## src/rtl/alu_issue_ctrl.sv

```systemverilog
// ALU issue controller: decodes a MIPS instruction into ALU op/operands, runs the
// ALU for one cycle and registers the result. Optional macro: SHIFT_VAR_EN (SLLV/SRLV).
module alu_issue_ctrl #(
  parameter int DATA_WIDTH = 32
) (
  input  logic                  clk,
  input  logic                  reset,
  input  logic                  req_valid,
  output logic                  req_ready,
  input  logic [5:0]            req_opcode,
  input  logic [5:0]            req_funct,
  input  logic [4:0]            req_shamt,
  input  logic [DATA_WIDTH-1:0] req_rs_data,
  input  logic [DATA_WIDTH-1:0] req_rt_data,
  input  logic [15:0]           req_imm,
  output logic [3:0]            ALUOperation,
  output logic [DATA_WIDTH-1:0] alu_a,
  output logic [DATA_WIDTH-1:0] alu_b,
  output logic [4:0]            alu_shamt,
  input  logic [DATA_WIDTH-1:0] alu_result,
  output logic                  rsp_valid,
  input  logic                  rsp_ready,
  output logic [DATA_WIDTH-1:0] rsp_data,
  output logic                  rsp_zero,
  output logic                  rsp_illegal
);

  typedef enum logic [3:0] {
    ALU_AND = 4'd0,
    ALU_OR  = 4'd1,
    ALU_NOR = 4'd2,
    ALU_ADD = 4'd3,
    ALU_SUB = 4'd4,
    ALU_LUI = 4'd5,
    ALU_SLL = 4'd6,
    ALU_SRL = 4'd7
  } alu_op_e;

  typedef enum logic [1:0] {
    S_IDLE = 2'd0,
    S_EXEC = 2'd1,
    S_DONE = 2'd2
  } state_e;

  localparam logic [5:0] OP_RTYPE = 6'h00;
  localparam logic [5:0] OP_BEQ   = 6'h04;
  localparam logic [5:0] OP_BNE   = 6'h05;
  localparam logic [5:0] OP_ADDI  = 6'h08;
  localparam logic [5:0] OP_ADDIU = 6'h09;
  localparam logic [5:0] OP_ANDI  = 6'h0C;
  localparam logic [5:0] OP_ORI   = 6'h0D;
  localparam logic [5:0] OP_LUI   = 6'h0F;
  localparam logic [5:0] OP_LW    = 6'h23;
  localparam logic [5:0] OP_SW    = 6'h2B;

  localparam logic [5:0] FN_SLL  = 6'h00;
  localparam logic [5:0] FN_SRL  = 6'h02;
  localparam logic [5:0] FN_SLLV = 6'h04;
  localparam logic [5:0] FN_SRLV = 6'h06;
  localparam logic [5:0] FN_ADD  = 6'h20;
  localparam logic [5:0] FN_ADDU = 6'h21;
  localparam logic [5:0] FN_SUB  = 6'h22;
  localparam logic [5:0] FN_SUBU = 6'h23;
  localparam logic [5:0] FN_AND  = 6'h24;
  localparam logic [5:0] FN_OR   = 6'h25;
  localparam logic [5:0] FN_NOR  = 6'h27;

  state_e                state_q, state_d;
  alu_op_e               op_q, dec_op;
  logic [DATA_WIDTH-1:0] a_q, b_q, dec_b;
  logic [4:0]            shamt_q, dec_shamt;
  logic                  illegal_q, dec_legal;
  logic [DATA_WIDTH-1:0] rsp_data_q;
  logic                  rsp_zero_q, rsp_illegal_q;
  logic                  load, capture;

  logic [DATA_WIDTH-1:0] imm_sext, imm_zext;
  assign imm_sext = {{(DATA_WIDTH-16){req_imm[15]}}, req_imm};
  assign imm_zext = {{(DATA_WIDTH-16){1'b0}}, req_imm};

  // NOTE: every always_comb output gets a default first so no path can infer a latch.
  always_comb begin
    dec_op    = ALU_AND;
    dec_b     = '0;
    dec_shamt = '0;
    dec_legal = 1'b1;
    case (req_opcode)
      OP_RTYPE: begin
        dec_b     = req_rt_data;
        dec_shamt = req_shamt;
        case (req_funct)
          FN_ADD, FN_ADDU: dec_op = ALU_ADD;
          FN_SUB, FN_SUBU: dec_op = ALU_SUB;
          FN_AND:          dec_op = ALU_AND;
          FN_OR:           dec_op = ALU_OR;
          FN_NOR:          dec_op = ALU_NOR;
          FN_SLL:          dec_op = ALU_SLL;
          FN_SRL:          dec_op = ALU_SRL;
`ifdef SHIFT_VAR_EN
          FN_SLLV: begin
            dec_op    = ALU_SLL;
            dec_shamt = req_rs_data[4:0];
          end
          FN_SRLV: begin
            dec_op    = ALU_SRL;
            dec_shamt = req_rs_data[4:0];
          end
`endif
          default:         dec_legal = 1'b0;
        endcase
      end
      OP_ADDI, OP_ADDIU, OP_LW, OP_SW: begin
        dec_op = ALU_ADD;
        dec_b  = imm_sext;
      end
      OP_ANDI: begin
        dec_op = ALU_AND;
        dec_b  = imm_zext;
      end
      OP_ORI: begin
        dec_op = ALU_OR;
        dec_b  = imm_zext;
      end
      OP_LUI: begin
        dec_op = ALU_LUI;
        dec_b  = imm_zext;
      end
      OP_BEQ, OP_BNE: begin
        dec_op = ALU_SUB;
        dec_b  = req_rt_data;
      end
      default: dec_legal = 1'b0;
    endcase
  end

  assign req_ready = reset & ((state_q == S_IDLE) | ((state_q == S_DONE) & rsp_ready));

  always_comb begin
    state_d = state_q;
    load    = 1'b0;
    capture = 1'b0;
    case (state_q)
      S_IDLE: begin
        if (req_valid) begin
          load    = 1'b1;
          state_d = S_EXEC;
        end
      end
      S_EXEC: begin
        capture = 1'b1;
        state_d = S_DONE;
      end
      S_DONE: begin
        if (rsp_ready) begin
          if (req_valid) begin
            load    = 1'b1;
            state_d = S_EXEC;
          end else begin
            state_d = S_IDLE;
          end
        end
      end
      default: state_d = S_IDLE;
    endcase
  end

  // NOTE: sequential state uses non-blocking assignments so every register samples
  // pre-edge values regardless of process ordering.
  always_ff @(posedge clk or negedge reset) begin
    if (!reset) begin
      state_q <= S_IDLE;
    end else begin
      state_q <= state_d;
    end
  end

  // Illegal requests park the ALU on AND of zeros so nothing spurious toggles downstream.
  always_ff @(posedge clk or negedge reset) begin
    if (!reset) begin
      op_q      <= ALU_AND;
      a_q       <= '0;
      b_q       <= '0;
      shamt_q   <= '0;
      illegal_q <= 1'b0;
    end else if (load) begin
      op_q      <= dec_legal ? dec_op : ALU_AND;
      a_q       <= dec_legal ? req_rs_data : '0;
      b_q       <= dec_legal ? dec_b : '0;
      shamt_q   <= dec_legal ? dec_shamt : '0;
      illegal_q <= ~dec_legal;
    end
  end

  always_ff @(posedge clk or negedge reset) begin
    if (!reset) begin
      rsp_data_q    <= '0;
      rsp_zero_q    <= 1'b1;
      rsp_illegal_q <= 1'b0;
    end else if (capture) begin
      rsp_data_q    <= illegal_q ? '0 : alu_result;
      rsp_zero_q    <= illegal_q | (alu_result == '0);
      rsp_illegal_q <= illegal_q;
    end
  end

  assign ALUOperation = op_q;
  assign alu_a        = a_q;
  assign alu_b        = b_q;
  assign alu_shamt    = shamt_q;
  assign rsp_valid    = (state_q == S_DONE);
  assign rsp_data     = rsp_data_q;
  assign rsp_zero     = rsp_zero_q;
  assign rsp_illegal  = rsp_illegal_q;

endmodule

```

## config.mk

```make
export PLATFORM = sky130hd
export DESIGN_NAME = alu_issue_ctrl
export DESIGN_NICKNAME = d
export VERILOG_FILES = /design/src/rtl/alu_issue_ctrl.sv
export SDC_FILE = /design/constraint.sdc
export NUM_CORES = 1
export LEC_CHECK = 0
export BUFFER_PORTS_ARGS = -buffer_cell sky130_fd_sc_hd__buf_2
export CORE_MARGIN = 2
export CORE_UTILIZATION = 46
export DETAILED_ROUTE_END_ITERATION = 8
export PLACE_DENSITY = 0.8
export SLEW_MARGIN = 15
export SYNTH_ARGS = -nofsm -noshare
export SYNTH_HDL_FRONTEND = slang
export SYNTH_SLANG_ARGS = --single-unit
```

## constraint.sdc

```tcl
create_clock -name clk -period 2.05 [get_ports clk]
set_input_delay 0.205 -clock clk [delete_from_list [all_inputs] [get_ports clk]]
set_output_delay 0.205 -clock clk [all_outputs]
set_load 0.02 [all_outputs]
```

# [Word level (Yosys, flattened, before mapping)]
# Index checks and enable logic that the tools add are counted.
[classes] eq_ne=21 muxes=19 n_bitwise=5 reduce_logical=13
[op_table] op="2-to-1 mux 32 bit" n=3
[op_table] op="case mux 32 bit (3 select lines)" n=1
[op_table] op="equality test 6 bit (second input constant)" n=9
[op_table] op="zero test 32 bit" n=1
[op_table] op="equality test 6 x 4 -> 1 bit (second input constant)" n=5
[op_table] op="case mux 3 bit (6 select lines)" n=1
[op_table] op="OR reduction 9 bit" n=2
[op_table] op="case mux 3 bit (5 select lines)" n=1
[op_table] op="equality test 6 x 3 -> 1 bit (second input constant)" n=2
[op_table] op="zero test 6 bit" n=2
[op_table] op="2-to-1 mux 5 bit" n=2
[op_table] op="equality test 6 x 2 -> 1 bit (second input constant)" n=1
[op_table] op="case mux 2 bit (3 select lines)" n=1
[op_table] op="OR reduction 2 bit" n=3
[op_table] op="OR reduction 3 bit" n=2
[op_table] op="2-to-1 mux 1 bit" n=5
[op_table] op="2-to-1 mux 2 bit" n=2
[op_table] op="2-to-1 mux 4 bit" n=1
[op_table] op="case mux 1 bit (2 select lines)" n=2
[op_table] op="OR reduction 4 bit" n=1
[op_table] op="AND 1 bit" n=2
[op_table] op="equality test 2 x 1 -> 1 bit (second input constant)" n=1
[op_table] op="equality test 2 bit (second input constant)" n=1
[op_table] op="zero test 2 bit" n=1
[op_table] op="5 further kinds" n=6
[word_totals] ff_bits=110 inputBits=133 out_inout_bits=109 elab_cells=67

# [Depth between registers and ports, before layout]
[logic_depth] depth_word=5 ltp_mapped=8 ltp_nobuf=6

# [Least setup slack after synthesis]
# OpenSTA, ideal clock, no wires.
[synth_path] path_type="register -> register" start="reg state_q[0]" end="reg b_q[0], in the netlist alu_b[0]" setup_time_ns=0.077 t_arrival_ns=1.592 t_required_ns=1.973 path_slack_ns=0.381 stages_incl_launch_ff=7 path_buffers=1 cell_sequence="dfrtp_1 -> nor2b_1 -> nand2_1 -> nor4_2 -> buf_2 -> a22oi_1 -> o21ai_1"
[synth_via] elab_chain_cells=2
[synth_rtl] element="start, declared" line_no="68" rtl="state_e state_q, state_d;"
[synth_rtl] element="start signal, assigned" line_no="173" rtl="state_q <= state_d;"
[synth_rtl] element="equality test 2 bit / zero test 2 bit (equally long branches)" line_no="142" rtl="case (state_q)"
[synth_rtl] element="case mux 1 bit (2 select lines) *" line_no="142"
[synth_rtl] element="end signal, assigned" line_no="188" rtl="b_q <= dec_legal ? dec_b : '0;"
[synth_rtl] element="end, declared" line_no="70" rtl="logic [DATA_WIDTH-1:0] a_q, b_q, dec_b;"
# Every way passes the cells marked *; elsewhere a longest branch is shown, timed or not.
# A chain may end at the register's enable or synchronous reset.

# [Final worst setup path]
[layout_path] start="reg state_q[0]" end="reg shamt_q[1], in the netlist alu_shamt[1]"
[layout_via] elab_chain_cells=2
[layout_rtl] element="equality test 2 bit / zero test 2 bit (equally long branches)" line_no="142"
[layout_rtl] element="case mux 1 bit (2 select lines) *" line_no="142"
[layout_rtl] element="end signal, assigned" line_no="189" rtl="shamt_q <= dec_legal ? dec_shamt : '0;"
[layout_rtl] element="end, declared" line_no="71" rtl="logic [4:0] shamt_q, dec_shamt;"
# Marks and branches as above.

==> flow_summary.ini <==
[pwr]
p_int_mw = 3.72
p_per_area_nw_per_um2 = 866
p_clk_share_pct = 23.1
seqPwrFrac_pct = 47.3
switchingPower_mw = 1.98
combPwrFrac_pct = 29.6
p_leak_nw = 3.35
netSwitchingFraction_pct = 34.8
vdd_drop_max_v = 0.000464

[min_path]
whs_path_depth = 2
min_to = state_q[1]
hp-class = in2reg
min_from = rsp_ready

[route]
dr.pass1.iters = 4
vias_per_cell = 5.25
drtAntennaViolNets = 0
drt_iter0_drc = 349
wl_um = 13900
remaining_drc_errors = 0
routedWlPerCell_um = 15.6
num_vias = 4684

[critical_path]
worstPathRequired_ps = 2350
critical_path_class = reg2reg
timing.rr.start = state_q[0]
start_kind = flop
r2r-end = alu_shamt[1]
worstPathMaxFanout = 7
r2r_cells = 5
cp.arrival_ps = 1980
cp-end-kind = flop
ff2ff_setup_slack_ps = 370

[sta]
final-setup-viol-count = 0
max_freq_ghz = 0.595
rsz0062_at_grt = no
fin_ws_ps = 370
fin_worst_skew_ps = 5.48
tightest_slew_ps = 803
setup_tns_ps = 0
timing.hold.ws_ps = 52.5
fin_crit_ps = 1680
max_slew_margin_pct = 46.4
min_period_over_period_pct = 81.9
final_hold_viol_count = 0
slew_viol_final = 0

[placed_design]
dp_slack_ps = 209
port_buffers = 240
gp_congestion = 0.793
hpwl_um = 10500
dp_cells = 877

[yosys]
muxShareOfSynthArea_pct = 0.226
yosys_warnings = 0
synth.distinct_cells = 44
synth_top_family_by_area = compound AO/OA/AOI/OAI gates
syn_area_um2 = 4990
synth-edff-count = 0
synth-async-reset-ratio_pct = 100
synth_nets = 653
yosys.area_share.xor_xnor_pct = 0
synth-simple-area-share_pct = 19.5
synthAdderAreaFrac_pct = 0
synth_compound_area_share_pct = 21.5
synth_seq_cells = 109
syn_area_per_cell_um2 = 9.60
ys_seq_area_share_pct = 54.7
synth_flop_cell = dfrtp_1
syn_inst = 520

[floorplan]
fp.dieH_um = 108
core.rowCount = 38
dieArea_um2 = 11700
io_pins = 242
start_util_pct = 46.6
coreArea_um2 = 10700
die_w_um = 108

[final_layout]
mostFrequentLayoutCells = 239 x buf_2, 135 x nand2_1, 108 x dfrtp_1
area_growth_pct = 31.9
num-nets-final = 882
final_layout_size_suffix_gt1_share_pct = 42.5
final_common_cell = buf_2
antenna_cells = 0
fin_cells = 893

[grt]
grt_pass1_vias = 4504
antenna_found_initial = 0
grt_pass1_wl_um = 21300
gr-usage-all-layers_pct = 23.2
gr-total-overflow = 0
grt_max_degree = 110

[outcome]
status = completed

[clocking]
cts_max_level = 3
cts_resized = 0
worstSkewPairLatency_ps = 360
cts_buffer_depth = 2
cts.sinks = 109
tritoncts = done
root_buffer = clkbuf_8
clk_pin_slew_ps = 100
numCtsBuffers = 9

[flow_run]
cap_viol_max_count = 0
[routing by layer]
| layer | part of all wire (%) | GRT usage, % | routed length (µm) |
|---|---|---|---|
| met1 | 39 | 27.1 | 5410 |
| met2 | 50 | 40.6 | 6900 |
| met3 | 9.4 | 6.45 | 1310 |
| met4 | 2.2 | 8.70 | 312 |
| met5 | 0 | 0 | 0 |
[cells by family (layout without fill, tap and decap cells)]
kind of cell           after synthesis  count (layout)
multiplexers                         1               1
other                                1               1
buffers and inverters               42             275
AND/OR/NAND/NOR                    211             211
flip-flops                         109             109
AO/OA/AOI/OAI                      156             156
[how the worst max path moves through the flow]
stage | from | to | slack (ps) | depth (start not counted)
2_1_floorplan | state_q[0] | alu_b[0] | 380 | 6
3_5_place_dp | req_opcode[3] | alu_b[20] | 210 | 7
3_3_place_gp | req_opcode[5] | alu_shamt[4] | 270 | 7
5_1_grt | state_q[0] | alu_b[11] | 280 | 6
6_report | state_q[0] | alu_shamt[1] | 370 | 5
4_1_cts | state_q[0] | alu_shamt[1] | 350 | 5
[per-stage QoR]
| step | instance area (µm²) | util [%] | power (mW) |
|---|---|---|---|
| 2_1_floorplan | 4990 | - | 3.70 |
| 3_3_place_gp | 6370 | 59.5 | 4.37 |
| 3_5_place_dp | 6370 | 59.5 | 4.44 |
| 4_1_cts | 6580 | 61.5 | 5.75 |
| 5_1_grt | 6580 | 61.5 | 6.03 |
| 6_report | 6580 | 61.5 | 5.70 |
[Yosys cell counts, types with 2 or more instances]
cell type,instances,area share (%)
o21ai_1,48,4.8
nor4_2,2,0.50
a31oi_1,2,0.25
o21ai_2,20,3.5
a22o_1,5,0.88
buf_2,9,0.90
nand3_1,3,0.30
a21oi_1,11,1.1
a21oi_2,9,1.6
nand4b_1,2,0.35
a22oi_1,6,0.90
o21ai_0,36,3.6
nand2_1,137,10
a22oi_2,10,2.5
nor2b_1,2,0.25
buf_4,4,0.60
and3_1,2,0.25
nand4_1,3,0.38
nor2_1,10,0.75
nor4_1,8,1.0
nand2b_1,37,4.6
dfrtp_1,108,54
clkbuf_1,21,1.6
inv_1,5,0.38
[what timing repair did]
item	CTS	global route
endpoints found under the hold margin	108	0
hold buffers	1	0
setup endpoints to repair	0	0
buffers inserted	0	0
[power groups by stage]
| stage | sequential, mW | clock [mW] | combinational, mW |
|---|---|---|---|
| 6_report | 2.70 | 1.31 | 1.69 |
| 5_1_grt | 2.74 | 1.44 | 1.85 |
| 4_1_cts | 2.70 | 1.35 | 1.70 |
| 3_5_place_dp | 2.74 | 0 | 1.70 |
| 3_3_place_gp | 2.72 | 0 | 1.65 |
| 2_1_floorplan | 3.11 | 0 | 0.587 |
[final cells by class]
| type | count | area, µm² |
|---|---|---|
| Multi-Input combinational cell | 369 | 2080 |
| Clock inverter | 3 | 45.0 |
| Clock buffer | 12 | 155 |
| Fill cell | 943 | 4120 |
| Tap cell | 140 | 175 |
| Timing Repair Buffer | 254 | 1370 |
| Inverter | 6 | 22.5 |
| Sequential cell | 109 | 2730 |
[worst max-delay path: stages, from the launching register on]
cell	delay (ps)
dfrtp_1	420
nor2b_1	200
nand2_4	140
nor4_2	510
buf_4	220
a22o_1	130
[sequential cells by signal (all words and copies together), names as in the netlist]
register      count
alu_b            32
illegal_q         1
alu_shamt         5
rsp_data         32
state_q           2
ALUOperation      3
rsp_zero          1
alu_a            32
rsp_illegal       1
(Power assumes the default switching activity.)
